**src/rtl/mux3_rr_arbiter_if.sv**
```systemverilog
// Handshake bundle between three requesters and the shared-resource arbiter.
// The master side drives requests and completion; the slave side is the arbiter.
interface mux3_rr_arbiter_if;
    logic [2:0] req;
    logic       done;
    logic [2:0] gnt;
    logic [1:0] select;
    logic       busy;
    logic       timeout;

    modport master (
        output req, done,
        input  gnt, select, busy, timeout
    );

    modport slave (
        input  req, done,
        output gnt, select, busy, timeout
    );
endinterface

```
**src/rtl/mux3_rr_arbiter.sv**
```systemverilog
// Round-robin arbiter sharing one 3:1 muxed resource between requesters A/B/C.
// A grant lasts until done, until the owner withdraws its request, or until
// MAX_HOLD cycles have elapsed. Release re-arbitrates in the same edge so
// back-to-back grants have no idle bubble.
module mux3_rr_arbiter #(
    parameter int MAX_HOLD = 16,
    parameter int CNTWIDTH = 5
) (
    input logic                clk,
    input logic                rst,
    mux3_rr_arbiter_if.slave   bus
);

    localparam logic [CNTWIDTH-1:0] HOLD_LAST = CNTWIDTH'(MAX_HOLD - 1);

    typedef enum logic {IDLE, OWN} state_t;

    state_t              state;
    logic [2:0]          gnt_r;
    logic [1:0]          sel_r;
    logic                busy_r;
    logic                timeout_r;
    logic [CNTWIDTH-1:0] cnt;
    logic [1:0]          last;

    logic [1:0]          pick_ptr;
    logic [1:0]          winner;
    logic                own_req;
    logic                hold_end;
    logic                release_now;

    // First requester after ptr wins, wrapping C->A; ptr itself is lowest.
    function automatic logic [1:0] rr_pick(input logic [2:0] r, input logic [1:0] ptr);
        logic [1:0] w;
        w = 2'd0;
        case (ptr)
            2'd0:    w = r[1] ? 2'd1 : (r[2] ? 2'd2 : 2'd0);
            2'd1:    w = r[2] ? 2'd2 : (r[0] ? 2'd0 : 2'd1);
            default: w = r[0] ? 2'd0 : (r[1] ? 2'd1 : 2'd2);
        endcase
        return w;
    endfunction

    // Arbitration result and release conditions for the current cycle.
    always_comb begin
        // While owning, the current owner is the one being released, so it
        // becomes the lowest priority for the back-to-back re-grant.
        pick_ptr    = (state == OWN) ? sel_r : last;
        winner      = rr_pick(bus.req, pick_ptr);
        own_req     = |(bus.req & gnt_r);
        hold_end    = (cnt == HOLD_LAST);
        release_now = (state == OWN) && (bus.done || !own_req || hold_end);
    end

    // Grant FSM with registered grant, select, busy and timeout outputs.
    always_ff @(posedge clk or posedge rst) begin
        if (rst) begin
            state     <= IDLE;
            gnt_r     <= 3'b000;
            sel_r     <= 2'b00;
            busy_r    <= 1'b0;
            timeout_r <= 1'b0;
            cnt       <= '0;
            last      <= 2'd2;
        end else begin
            timeout_r <= 1'b0;
            case (state)
                IDLE: begin
                    if (|bus.req) begin
                        state  <= OWN;
                        gnt_r  <= 3'b001 << winner;
                        sel_r  <= winner;
                        busy_r <= 1'b1;
                        cnt    <= '0;
                    end
                end
                OWN: begin
                    if (release_now) begin
                        last      <= sel_r;
                        // done takes precedence over a coincident hold expiry
                        timeout_r <= hold_end && !bus.done;
                        if (|bus.req) begin
                            gnt_r <= 3'b001 << winner;
                            sel_r <= winner;
                            cnt   <= '0;
                        end else begin
                            state  <= IDLE;
                            gnt_r  <= 3'b000;
                            busy_r <= 1'b0;
                            cnt    <= '0;
                        end
                    end else begin
                        cnt <= cnt + 1'b1;
                    end
                end
                default: state <= IDLE;
            endcase
        end
    end

    assign bus.gnt     = gnt_r;
    assign bus.select  = sel_r;
    assign bus.busy    = busy_r;
    assign bus.timeout = timeout_r;

endmodule

```
**src/flat_wrapper.sv**
```systemverilog
// flat-port wrapper written by rule: the top's interface ports become plain ports
module mux3_rr_arbiter_flat 
#(
    parameter int MAX_HOLD = 16,
    parameter int CNTWIDTH = 5
)
  (clk, rst, bus_req, bus_done, bus_gnt, bus_select, bus_busy, bus_timeout);
  mux3_rr_arbiter_if bus_i ();
  input logic clk;
  input logic rst;
  input wire logic [$bits(bus_i.req)-1:0] bus_req;
  input wire logic [$bits(bus_i.done)-1:0] bus_done;
  output wire logic [$bits(bus_i.gnt)-1:0] bus_gnt;
  output wire logic [$bits(bus_i.select)-1:0] bus_select;
  output wire logic [$bits(bus_i.busy)-1:0] bus_busy;
  output wire logic [$bits(bus_i.timeout)-1:0] bus_timeout;
  assign bus_i.req = bus_req;
  assign bus_i.done = bus_done;
  assign bus_gnt = bus_i.gnt;
  assign bus_select = bus_i.select;
  assign bus_busy = bus_i.busy;
  assign bus_timeout = bus_i.timeout;
  mux3_rr_arbiter #(.MAX_HOLD(MAX_HOLD), .CNTWIDTH(CNTWIDTH)) u_core (.clk(clk), .rst(rst), .bus(bus_i));
endmodule
```
**config.mk**
```make
export PLATFORM = sky130hd
export DESIGN_NAME = mux3_rr_arbiter_flat
export DESIGN_NICKNAME = d
export VERILOG_FILES = /design/src/rtl/mux3_rr_arbiter_if.sv /design/src/rtl/mux3_rr_arbiter.sv /design/src/flat_wrapper.sv
export SDC_FILE = /design/constraint.sdc
export NUM_CORES = 1
export LEC_CHECK = 0
export ABC_AREA = 1
export CAP_MARGIN = 20
export CORE_MARGIN = 2
export CORE_UTILIZATION = 46
export CTS_CLUSTER_SIZE = 8
export DETAILED_ROUTE_END_ITERATION = 16
export GPL_TIMING_DRIVEN = 0
export PLACE_DENSITY = 0.75
export SLEW_MARGIN = 5
export SYNTH_ARGS = -nofsm -noshare
export SYNTH_HDL_FRONTEND = slang
export SYNTH_SLANG_ARGS = --single-unit
```
**constraint.sdc**
```tcl
create_clock -name clk -period 1.55 [get_ports clk]
set_input_delay 0.2325 -clock clk [delete_from_list [all_inputs] [get_ports clk]]
set_output_delay 0.2325 -clock clk [all_outputs]
set_load 0.01 [all_outputs]
```
== After elaboration in Yosys (flattened, before gate mapping) ==
Index checks and enable logic that the tools add are counted.

* Register bits after elaboration: 15
* Word-level logic and storage cells: 55
* Output and inout bits: 7
* Input bits: 6

* Reduce and logical (&&, ||, !) cells: 12
* Equality and inequality tests: 5
* Muxes and demuxes: 27
* Shift-type cells: 1
* Bitwise gates (word level): 2
* Add/subtract/negate cells: 1

{| class="wikitable"
|+ Operator list
! operator !! count
|-
| $mux W2 || 8
|-
| $mux W5 || 2
|-
| $pmux W5 S2 || 1
|-
| $mux W3 || 3
|-
| $mux W1 || 8
|-
| $pmux W2 S2 || 2
|-
| $pmux W3 S2 || 1
|-
| $reduce_or A3 Y1 || 2
|-
| $add A5 B1 Y5 const B || 1
|-
| $eq A5 B4 Y1 const B || 1
|-
| $ne A2 B2 Y1 const B || 2
|-
| $pmux W1 S2 || 2
|-
| $reduce_and A2 Y1 || 2
|-
| $and A3 B3 Y3 || 1
|-
| $reduce_and A3 Y1 || 1
|-
| $shl A1 B2 Y3 const A || 1
|-
| $eq A2 B1 Y1 const B || 1
|-
| $logic_and A1 B1 Y1 || 2
|-
| $logic_not A1 Y1 || 2
|-
| $logic_not A2 Y1 || 1
|-
| $logic_or A1 B1 Y1 || 2
|-
| $ne A2 B1 Y1 const B || 1
|-
| $not A1 Y1 || 1
|}

== Longest topological paths before layout ==
Gate-level depths: netlist of the first run.

* Word-level depth: 8
* Mapped depth: 10
* Depth with buffers taken out: 10

== Worst setup path before layout of the first run ==
OpenSTA, ideal clock, no wires.

* Kind: register to register
* From: reg u_core.cnt[0]
* To: reg u_core.sel_r[1] (netlist: u_core.bus.select[1])
* Setup slack: -0.006 ns
* Required time: 1.431 ns
* Data arrival time: 1.437 ns
* Stages on the path, launching flop included: 11
* Clock period less this slack: 1.556 ns
* Buffers on the path: 0
* Library setup time: 0.119 ns
* Cell sequence: dfrtp_1 -> ha_1 -> nand2_1 -> nor2_1 -> ha_1 -> nor2_1 -> nand3_4 -> nand2_2 -> inv_2 -> nand2_1 -> o21ai_2

* Cells in the longest elaborated chain, start to end: 4

{| class="wikitable"
|+ RTL lines
! element !! RTL line !! RTL
|-
| from (decl) || mux3_rr_arbiter.sv:23 || <nowiki>logic [CNTWIDTH-1:0] cnt;</nowiki>
|-
| from (signal assigned) || mux3_rr_arbiter.sv:93 || <nowiki>cnt <= cnt + 1'b1;</nowiki>
|-
| $eq A5 B4 Y1 || mux3_rr_arbiter.sv:51 || <nowiki>hold_end = (cnt == HOLD_LAST);</nowiki>
|-
| $logic_or A1 B1 Y1 || mux3_rr_arbiter.sv:52 || <nowiki>release_now = (state == OWN) && (bus.done || !own_req || hold_end);</nowiki>
|-
| $logic_and A1 B1 Y1 || mux3_rr_arbiter.sv:52 ||
|-
| $ne A2 B2 Y1 (no source line) || -- ||
|-
| to (signal assigned) || mux3_rr_arbiter.sv:72 || <nowiki>sel_r <= winner;</nowiki>
|-
| to (signal assigned) || mux3_rr_arbiter.sv:84 || <nowiki>sel_r <= winner;</nowiki>
|-
| to (decl) || mux3_rr_arbiter.sv:20 || <nowiki>logic [1:0] sel_r;</nowiki>
|}

No other way between the ends.
A chain may end at the register's enable or synchronous reset.

== Final worst setup path of the first run ==
* From: reg u_core.cnt[0]
* To: reg u_core.sel_r[0] (netlist: u_core.bus.select[0])

The elaborated chain is that of the path after synthesis.

==> results_dict.tcl, run 1 <==
set metrics [dict create \
    run_status "finished clean" \
    yosys_warnings 0 \
    worstSetupEndpointType "flip-flop" \
    cts_tree "yes" \
    clk_path_buf_depth 2 \
    final_util 0.610 \
    via_count 702 \
    skew_ns 0.00995 \
    numPortBuffers 12 \
    die-area_um2 2090 \
    wl_um 1650 \
    fmax_mhz 684 \
    synth-async-reset-ratio 1.00 \
    place.gp.congestion 0.849 \
    fin_nets 128 \
    pin_count 13 \
    cp_cell_sequence "ha_2 > nand2_1 > nor2_1 > ha_2 > nor2_4 > nand3_4 > nand2_2 > inv_2 > nand2_1 > o21ai_1" \
    grt-ovfl-total 0 \
    drive_gt1_frac 0.227 \
    finalHoldViolations 0 \
    grtUsageTotal 0.186 \
    clkLatencyLatePin_ns 0.28 \
    slew_headroom 0.620 \
    ys_top_cells_by_area "dfrtp_1 (44%), nand2_1 (15%), inv_1 (6.1%)" \
    antenna_found_initial 0 \
    maxCapViolations 0 \
    avgSynthCellArea_um2 8.27 \
    n_antenna_cell 0 \
    grt_pass1_vias 629 \
    synthTopCellsByCount "nand2_1 (31), dfrtp_1 (14), inv_1 (13)" \
    setup_viol 0 \
    viasPerCell 5.16 \
    yosysMostFrequentCell "nand2_1" \
    post-place-cells 126 \
    cp.required_ns 1.73 \
    die_w_um 45.8 \
    timing_worst_setup_path_type "flip-flop to flip-flop" \
    critPathArrivalTime_ns 1.64 \
    ant_nets 0 \
    critical_path.slowest_cell "dfrtp_1" \
    path_max_fanout 4 \
    stdcell_count 136 \
    syn_inst 97 \
    clock-sinks 15 \
    timing.final.crit_period_ns 1.46 \
    rsz0062_at_grt "no" \
    whs_ns 0.299 \
    cts_buffers 3 \
    ir_worst_vdd_v 0.000753 \
    worst_slew_pin_slew_ns 0.569 \
    netlist_area_um2 802 \
    synth-seq-area-share 0.470 \
    drv_slew 0 \
    synth_cell_type_count 22 \
    yosysTopAreaCell "dfrtp_1" \
    start_util 0.475 \
    powerDensity_nw_per_um2 1340 \
    syn2layout_area_growth_pct 28.4 \
    ys_seq_elements 15 \
    grt_pass1_wl_um 2680 \
    dp_hpwl_um 1140 \
    ctsHoldBuffers 0 \
    synth.net_count 105 \
    die_h_um 45.8 \
    ys.flop_type "dfrtp_1" \
    p_leak_nw 0.500 \
    std_cell_rows 15 \
    drt_iter0_markers 25 \
    wire_per_inst_um 12.2 \
    max_stage_delay_ns 0.40 \
    drc 0 \
    drt-pass1-iter-count 4 \
    worst_setup_path_start_kind "flip-flop" \
    power.total_mw 1.38 \
    finalCritPeriodShare 0.943 \
    grt_max_degree 16 \
    clk_pin_slew_ns 0.09 \
    h-tree-depth 1 \
    yosys.area.top_type_share 0.437 \
    cts_root_buf "clkbuf_4" \
    coreArea_um2 1690 \
    hp-class "input pin to asynchronous set/reset pin" \
    synth_edf_count 0 \
]
-- per-stage QoR --
step                      instance area, um^2  setup TNS [ns]  setup WS (ns)
after detailed placement                  946          -0.381         -0.103
after global routing                     1030               0        0.00825
final                                    1030               0         0.0878
after floorplan                           805               0         0.0489
after CTS                                1000               0         0.0263
after global placement                    946          -0.235        -0.0646
-- what timing repair did --
action | in CTS | in global routing
gates resized for setup | 2 | 3
buffers inserted | 3 | 3
setup endpoints to repair | 8 | 12
pin swaps | 2 | 2
-- power breakdown --
group	switching (mW)	internal [mW]	leakage [nW]
Sequential	0.0749	0.495	0.191
Combinational	0.307	0.278	0.294
Clock	0.122	0.0999	0.0150
-- state kept, by name, summed over array words and instances, names as in the netlist --
name,cells
u_core.cnt,5
u_core.bus.select,2
u_core.state,1
u_core.bus.timeout,1
u_core.bus.busy,1
u_core.last,2
u_core.bus.gnt,3
-- cells in the final DEF (no fill, tap or decap), types with 2 or more instances in the layout --
| cell type | n |
|---|---|
| buf_4 | 6 |
| clkbuf_4 | 3 |
| clkdlybuf4s50_1 | 12 |
| dfrtp_1 | 14 |
| ha_2 | 2 |
| inv_1 | 13 |
| nand2_1 | 30 |
| nand2_2 | 6 |
| nand3_1 | 8 |
| nor2_1 | 3 |
| nor2_2 | 2 |
| o21ai_0 | 2 |
| o21ai_1 | 2 |
| o22ai_1 | 3 |
-- layer usage --
layer  wire (um)  up-vias  GRT usage
met1         734      329      0.228
li1            -      347          -
met4          20        0     0.0857
met2         832       22      0.304
met5           0        -          0
met3          66        4     0.0476
-- final timing paths --
check / to / slack, ns / cells past startpoint / from
setup / recovery: u_core.bus.select[0] / 0.09 / 10 / u_core.cnt[0]
hold / removal: u_core.bus.gnt[2] / 0.30 / 2 / rst
setup reg to reg: u_core.bus.select[0] / 0.09 / 10 / u_core.cnt[0]
hold reg to reg: u_core.last[1] / 0.50 / 2 / u_core.last[1]
max in group asynchronous: u_core.last[1] / 0.87 / 2 / rst
min in group clk: u_core.last[1] / 0.50 / 2 / u_core.last[1]
-- cell families after synthesis --
logic type               count (synthesis)  share of synthesized area
AND/OR/NAND/NOR                         52                      0.303
buffers and inverters                   16                     0.0905
flip-flops                              15                      0.470
AO/OA/AOI/OAI                            8                     0.0593
adder cells (fa/ha/maj)                  3                     0.0437
XOR/XNOR                                 2                     0.0218
multiplexers                             1                     0.0125
-- area by class of cell --
type                    instances  area [um^2]
inverters                      15         61.3
clock buffers                   4         26.3
plain buffers                   1         11.3
repair buffers                 18          165
flip-flops and latches         15          377
fillers                       155          659
multi-input cells              66          368
well taps                      17         21.3
-- critical path: cells and delay by family, from the launching register on --
family	cells	cell delay, ns
simple gates	6	0.46
flops	1	0.40
fa+ha+maj	2	0.37
compound gates	1	0.07
buf+inv	1	0.06
(Power assumes the default switching activity.)
==> run 2, diff against run 1 <==
--- a/config.mk
+++ b/config.mk
@@ -11,6 +11,7 @@
 export CORE_UTILIZATION = 46
 export CTS_CLUSTER_SIZE = 8
 export DETAILED_ROUTE_END_ITERATION = 16
+export GPL_ROUTABILITY_DRIVEN = 0
 export GPL_TIMING_DRIVEN = 0
 export PLACE_DENSITY = 0.75
 export SLEW_MARGIN = 5
==> results of run 2 <==
The final DEF is identical to that of run 1; final timing and power are the same.
